**src/rtl/apb_req_mst.sv**
```systemverilog
`default_nettype none
// ============================================================================
// apb_req_mst : valid/ready command channel -> single outstanding APB4 transfer
// Optional ACCESS-stall abort: define APB_MST_TIMEOUT_EN.   Revision: 1.0
// ============================================================================
module apb_req_mst #(
  parameter int ADDR_WIDTH     = 32,
  parameter int DATA_WIDTH     = 32,
  parameter int STRB_WIDTH     = DATA_WIDTH/8,
  parameter int TIMEOUT_CYCLES = 16
) (
  input  logic                  PCLK,
  input  logic                  PRESETn,
  input  logic                  req_valid,
  output logic                  req_ready,
  input  logic                  req_write,
  input  logic [ADDR_WIDTH-1:0] req_addr,
  input  logic [DATA_WIDTH-1:0] req_wdata,
  input  logic [STRB_WIDTH-1:0] req_strb,
  output logic                  rsp_valid,
  input  logic                  rsp_ready,
  output logic [DATA_WIDTH-1:0] rsp_rdata,
  output logic                  rsp_err,
  output logic                  PSEL,
  output logic                  PENABLE,
  output logic [ADDR_WIDTH-1:0] PADDR,
  output logic                  PWRITE,
  output logic [DATA_WIDTH-1:0] PWDATA,
  output logic [STRB_WIDTH-1:0] PSTRB,
  input  logic                  PREADY,
  input  logic [DATA_WIDTH-1:0] PRDATA,
  input  logic                  PSLVERR,
  output logic                  timeout_flag
);

  if (!(DATA_WIDTH == 8 || DATA_WIDTH == 16 || DATA_WIDTH == 32) ||
      STRB_WIDTH != DATA_WIDTH/8 || TIMEOUT_CYCLES < 1) begin : g_param_check
    $error("apb_req_mst: DATA_WIDTH must be 8/16/32, STRB_WIDTH = DATA_WIDTH/8, TIMEOUT_CYCLES >= 1");
  end

  typedef enum logic [1:0] {
    ST_IDLE   = 2'd0,
    ST_SETUP  = 2'd1,
    ST_ACCESS = 2'd2,
    ST_RESP   = 2'd3
  } state_t;

  state_t                r_state,     w_state_nxt;
  logic                  r_req_ready, w_req_ready_nxt;
  logic                  r_rsp_valid, w_rsp_valid_nxt;
  logic [DATA_WIDTH-1:0] r_rsp_rdata, w_rsp_rdata_nxt;
  logic                  r_rsp_err,   w_rsp_err_nxt;
  logic                  r_psel,      w_psel_nxt;
  logic                  r_penable,   w_penable_nxt;
  logic [ADDR_WIDTH-1:0] r_paddr,     w_paddr_nxt;
  logic                  r_pwrite,    w_pwrite_nxt;
  logic [DATA_WIDTH-1:0] r_pwdata,    w_pwdata_nxt;
  logic [STRB_WIDTH-1:0] r_pstrb,     w_pstrb_nxt;

`ifdef APB_MST_TIMEOUT_EN
  localparam int c_cnt_w = $clog2(TIMEOUT_CYCLES + 1);
  // Abort fires on the stalled cycle that would bring the count to the limit.
  localparam logic [c_cnt_w-1:0] c_cnt_last = c_cnt_w'(TIMEOUT_CYCLES - 1);

  logic [c_cnt_w-1:0] r_tmo_cnt,  w_tmo_cnt_nxt;
  logic               r_tmo_flag, w_tmo_flag_nxt;
`endif

  always_ff @(posedge PCLK or negedge PRESETn) begin
    if (!PRESETn) begin
      r_state     <= ST_IDLE;
      r_req_ready <= 1'b0;
      r_rsp_valid <= 1'b0;
      r_rsp_rdata <= '0;
      r_rsp_err   <= 1'b0;
      r_psel      <= 1'b0;
      r_penable   <= 1'b0;
      r_paddr     <= '0;
      r_pwrite    <= 1'b0;
      r_pwdata    <= '0;
      r_pstrb     <= '0;
    end else begin
      r_state     <= w_state_nxt;
      r_req_ready <= w_req_ready_nxt;
      r_rsp_valid <= w_rsp_valid_nxt;
      r_rsp_rdata <= w_rsp_rdata_nxt;
      r_rsp_err   <= w_rsp_err_nxt;
      r_psel      <= w_psel_nxt;
      r_penable   <= w_penable_nxt;
      r_paddr     <= w_paddr_nxt;
      r_pwrite    <= w_pwrite_nxt;
      r_pwdata    <= w_pwdata_nxt;
      r_pstrb     <= w_pstrb_nxt;
    end
  end

`ifdef APB_MST_TIMEOUT_EN
  always_ff @(posedge PCLK or negedge PRESETn) begin
    if (!PRESETn) begin
      r_tmo_cnt  <= '0;
      r_tmo_flag <= 1'b0;
    end else begin
      r_tmo_cnt  <= w_tmo_cnt_nxt;
      r_tmo_flag <= w_tmo_flag_nxt;
    end
  end
`endif

  always_comb begin
    w_state_nxt     = r_state;
    w_req_ready_nxt = r_req_ready;
    w_rsp_valid_nxt = r_rsp_valid;
    w_rsp_rdata_nxt = r_rsp_rdata;
    w_rsp_err_nxt   = r_rsp_err;
    w_psel_nxt      = r_psel;
    w_penable_nxt   = r_penable;
    w_paddr_nxt     = r_paddr;
    w_pwrite_nxt    = r_pwrite;
    w_pwdata_nxt    = r_pwdata;
    w_pstrb_nxt     = r_pstrb;
`ifdef APB_MST_TIMEOUT_EN
    w_tmo_cnt_nxt   = r_tmo_cnt;
    w_tmo_flag_nxt  = r_tmo_flag;
`endif

    case (r_state)
      ST_IDLE: begin
        if (req_valid && r_req_ready) begin
          w_state_nxt     = ST_SETUP;
          w_req_ready_nxt = 1'b0;
          w_psel_nxt      = 1'b1;
          w_paddr_nxt     = req_addr;
          w_pwrite_nxt    = req_write;
          // APB4 reads carry no write data and no strobes.
          w_pwdata_nxt    = req_write ? req_wdata : '0;
          w_pstrb_nxt     = req_write ? req_strb  : '0;
`ifdef APB_MST_TIMEOUT_EN
          w_tmo_cnt_nxt   = '0;
`endif
        end else begin
          w_req_ready_nxt = 1'b1;
        end
      end

      ST_SETUP: begin
        w_state_nxt   = ST_ACCESS;
        w_penable_nxt = 1'b1;
      end

      ST_ACCESS: begin
        if (PREADY) begin
          w_state_nxt     = ST_RESP;
          w_psel_nxt      = 1'b0;
          w_penable_nxt   = 1'b0;
          w_rsp_valid_nxt = 1'b1;
          w_rsp_rdata_nxt = r_pwrite ? '0 : PRDATA;
          w_rsp_err_nxt   = PSLVERR;
        end
`ifdef APB_MST_TIMEOUT_EN
        else if (r_tmo_cnt == c_cnt_last) begin
          w_state_nxt     = ST_RESP;
          w_psel_nxt      = 1'b0;
          w_penable_nxt   = 1'b0;
          w_rsp_valid_nxt = 1'b1;
          w_rsp_rdata_nxt = '0;
          w_rsp_err_nxt   = 1'b1;
          w_tmo_flag_nxt  = 1'b1;
        end else begin
          w_tmo_cnt_nxt   = r_tmo_cnt + 1'b1;
        end
`endif
      end

      ST_RESP: begin
        if (rsp_ready) begin
          w_state_nxt     = ST_IDLE;
          w_rsp_valid_nxt = 1'b0;
          w_req_ready_nxt = 1'b1;
        end
      end

      default: w_state_nxt = ST_IDLE;
    endcase
  end

  assign req_ready = r_req_ready;
  assign rsp_valid = r_rsp_valid;
  assign rsp_rdata = r_rsp_rdata;
  assign rsp_err   = r_rsp_err;
  assign PSEL      = r_psel;
  assign PENABLE   = r_penable;
  assign PADDR     = r_paddr;
  assign PWRITE    = r_pwrite;
  assign PWDATA    = r_pwdata;
  assign PSTRB     = r_pstrb;

`ifdef APB_MST_TIMEOUT_EN
  assign timeout_flag = r_tmo_flag;
`else
  assign timeout_flag = 1'b0;
`endif

endmodule
`default_nettype wire

```
**config.mk**
```make
export PLATFORM = sky130hd
export DESIGN_NAME = apb_req_mst
export DESIGN_NICKNAME = d
export VERILOG_FILES = /design/src/rtl/apb_req_mst.sv
export SDC_FILE = /design/constraint.sdc
export NUM_CORES = 1
export LEC_CHECK = 0
export CORE_ASPECT_RATIO = 0.8
export CORE_UTILIZATION = 40
export CTS_CLUSTER_DIAMETER = 60
export DETAILED_ROUTE_END_ITERATION = 10
export GPL_ROUTABILITY_DRIVEN = 0
export PLACE_DENSITY = 0.8
export SLEW_MARGIN = 20
export SYNTH_ARGS = -nofsm -noshare
export SYNTH_HDL_FRONTEND = slang
export SYNTH_SLANG_ARGS = --single-unit
```
**constraint.sdc**
```tcl
create_clock -name PCLK -period 2.2 [get_ports PCLK]
set_input_delay 0.22 -clock PCLK [delete_from_list [all_inputs] [get_ports PCLK]]
set_output_delay 0.22 -clock PCLK [all_outputs]
set_load 0.1 [all_outputs]
```
==> impl_metrics.env <==
export IMPL_synth_avg_cell_area_um2=10.8
export IMPL_min_delay_path_class="in2async"
export IMPL_drtIter0Drc=120
export IMPL_clockRootBuffer="clkbuf_16"
export IMPL_cts_tree="built"
export IMPL_die_w_um=119
export IMPL_fp_dieH_um=95.4
export IMPL_wirelength_mm=10.9
export IMPL_critical_path_cell_chain="inv_1 > ha_1 > nand3_4 > buf_4 > mux2_2"
export IMPL_grt_usage_pct=19.7
export IMPL_cts_buffer_depth=2
export IMPL_ys_async_sr_fraction_pct=100
export IMPL_vias_per_cell=4.67
export IMPL_synth_warning_count=0
export IMPL_synth_top_area_share_pct=62.0
export IMPL_finalHoldViolations=0
export IMPL_finalNetCount=722
export IMPL_slew_headroom_pct=42.3
export IMPL_grt_use_met2_pct=33.0
export IMPL_core_area_mm2=0.0104
export IMPL_finalCriticalPeriod_ns=1.78
export IMPL_met3_usage_pct=5.68
export IMPL_syn_nets=518
export IMPL_path_buf_inv=2
export IMPL_synth_ff_type="dfrtp_1"
export IMPL_cts_buffers_inserted=9
export IMPL_maxCapViolCount=0
export IMPL_synth_area_leader_cell="dfrtp_1"
export IMPL_ioPinCount=214
export IMPL_postCtsHoldBufs=1
export IMPL_critical_path_slowest_cell="dfrtp_1"
export IMPL_grt_overflow_total=0
export IMPL_worstPathRequired_ns=2.42
export IMPL_setup_violations=0
export IMPL_max_freq_mhz=562
export IMPL_vias=3518
export IMPL_netlist_top_cells_count="dfrtp_1 (108), nand2_1 (108), o21ai_0 (71), mux2_2 (34), nand2b_1 (32)"
export IMPL_rsz0062_at_grt="no"
export IMPL_start_util_pct=41.9
export IMPL_ys_seq_area_share_pct=62.0
export IMPL_tightest_slew_ns=0.866
export IMPL_num_rows=33
export IMPL_grt_start_max_net_pins=80
export IMPL_cts_sinks=108
export IMPL_dieArea_mm2=0.0113
export IMPL_synth_edf_count=0
export IMPL_worstPathMaxFanout=26
export IMPL_cts_setup_buffers=0
export IMPL_post_route_period_util_pct=80.9
export IMPL_outcome="finished clean"
export IMPL_slowest_delay_ns=0.41
export IMPL_yosys_top_cells_area="dfrtp_1 (62%), nand2_1 (9.3%), mux2_2 (8.8%)"
export IMPL_wire_per_inst_um=14.5
export IMPL_drc=0
export IMPL_cp_start_kind="flip-flop"
export IMPL_fillers=876
export IMPL_antenna_left=0
export IMPL_crit_path_end_kind="flip-flop"
export IMPL_synth_distinct_cells=21
export IMPL_first_pass_iters=4
export IMPL_antenna_found_initial=0
export IMPL_crit_type="reg2reg"
export IMPL_drive_gt1_share_pct=27.1
export IMPL_netlist_area_mm2=0.00436
export IMPL_grt_met1_usage_pct=24.7
export IMPL_area_growth_pct=53.7
export IMPL_synth_seq_cells=108
export IMPL_cts_resized=0
export IMPL_grt_pass1_wl_mm=17.2
export IMPL_busiest_layer="met2"
export IMPL_syn_instance_count=404
export IMPL_clock_latency_ns=0.34
export IMPL_cp_top_family="buffers and inverters"
export IMPL_drv_slew=0
export IMPL_port_buffers=212
export IMPL_grt_pass1_vias=3342
export IMPL_clk_pin_slew_ns=0.08
export IMPL_fin_tns_setup_ns=0
export IMPL_n_antenna_cell=0
export IMPL_fin_skew_ns=0.00496
export IMPL_dp_hpwl_mm=7.94
export IMPL_htreeDepth=3
export IMPL_cp_data_arrival_time_ns=2.00
## cell type report
cell class              count  area [um^2]  share of cell area [%]
flip-flops and latches    108         2700                    40.3
repair buffers            219         1960                    29.2
multi-input cells         265         1540                    23.0
clock buffers              10          239                    3.57
well taps                 140          175                    2.61
clock inverters             6         62.6                   0.934
inverters                   5         18.8                   0.280
## registers in the layout, indices dropped and copies added, names as in the netlist
name and cells:
PWRITE 1, rsp_rdata 32, rsp_valid 1, PSTRB 4
rsp_err 1, r_state 2, PSEL 1, req_ready 1
PENABLE 1, PADDR 32, PWDATA 32
## cells by family after synthesis
| group | synth area share (%) |
|---|---|
| AND/OR/NAND/NOR | 14.3 |
| multiplexers | 9.73 |
| other | 0.0860 |
| AO/OA/AOI/OAI | 8.90 |
| flip-flops | 62.0 |
| buffers and inverters | 2.98 |
| adder cells (fa/ha/maj) | 2.01 |
## path summary, 6_finish.rpt
| kind | startpoint | end | slack [ns] | depth (start not counted) |
|---|---|---|---|---|
| setup reg to reg | r_state[0] | PADDR[20] | 0.42 | 5 |
| hold / removal | PRESETn | rsp_rdata[22] | 0.41 | 2 |
| min in group PCLK | req_wdata[23] | PWDATA[23] | 0.43 | 3 |
| max in group asynchronous | PRESETn | PWDATA[22] | 1.10 | 3 |
| hold reg to reg | rsp_rdata[13] | rsp_rdata[13] | 0.48 | 2 |
| setup / recovery | r_state[0] | PADDR[20] | 0.42 | 5 |
## stage by stage
stage / worst slack (ns) / utilization (%) / std cells / hold slack [ns] / instance area [um^2]
global placement: 0.377 / 61.4 / 736 / 0.228 / 6390
floorplan: 0.236 / - / 404 / -0.0756 / 4360
finish: 0.421 / 64.4 / 753 / 0.409 / 6700
detailed placement: 0.338 / 61.4 / 736 / 0.233 / 6390
CTS: 0.401 / 64.4 / 753 / 0.400 / 6700
global route: 0.314 / 64.4 / 753 / 0.427 / 6700
## cells in the final DEF (no fill, tap or decap), types with 2 or more instances in the layout
cell type,count
buf_4,109
dfrtp_1,108
nand2_1,107
clkdlybuf4s50_1,105
o21ai_0,71
mux2_2,34
nand2b_1,32
clkbuf_16,9
ha_1,7
inv_1,4
buf_12,4
mux2i_1,3
inv_6,3
nor2_1,2
## routing by layer
layer / vias to the layer above / routed length, um / share of wire [%]
met5: - / 0 / 0
met1: 1636 / 4700 / 43
met4: 0 / 183 / 1.7
met3: 15 / 754 / 6.9
met2: 144 / 5290 / 48
li1: 1723 / - / -
Power is left out: the tool's default activity adds up to more than one toggle a clock period on the data nets, which glitch-free logic cannot reach.
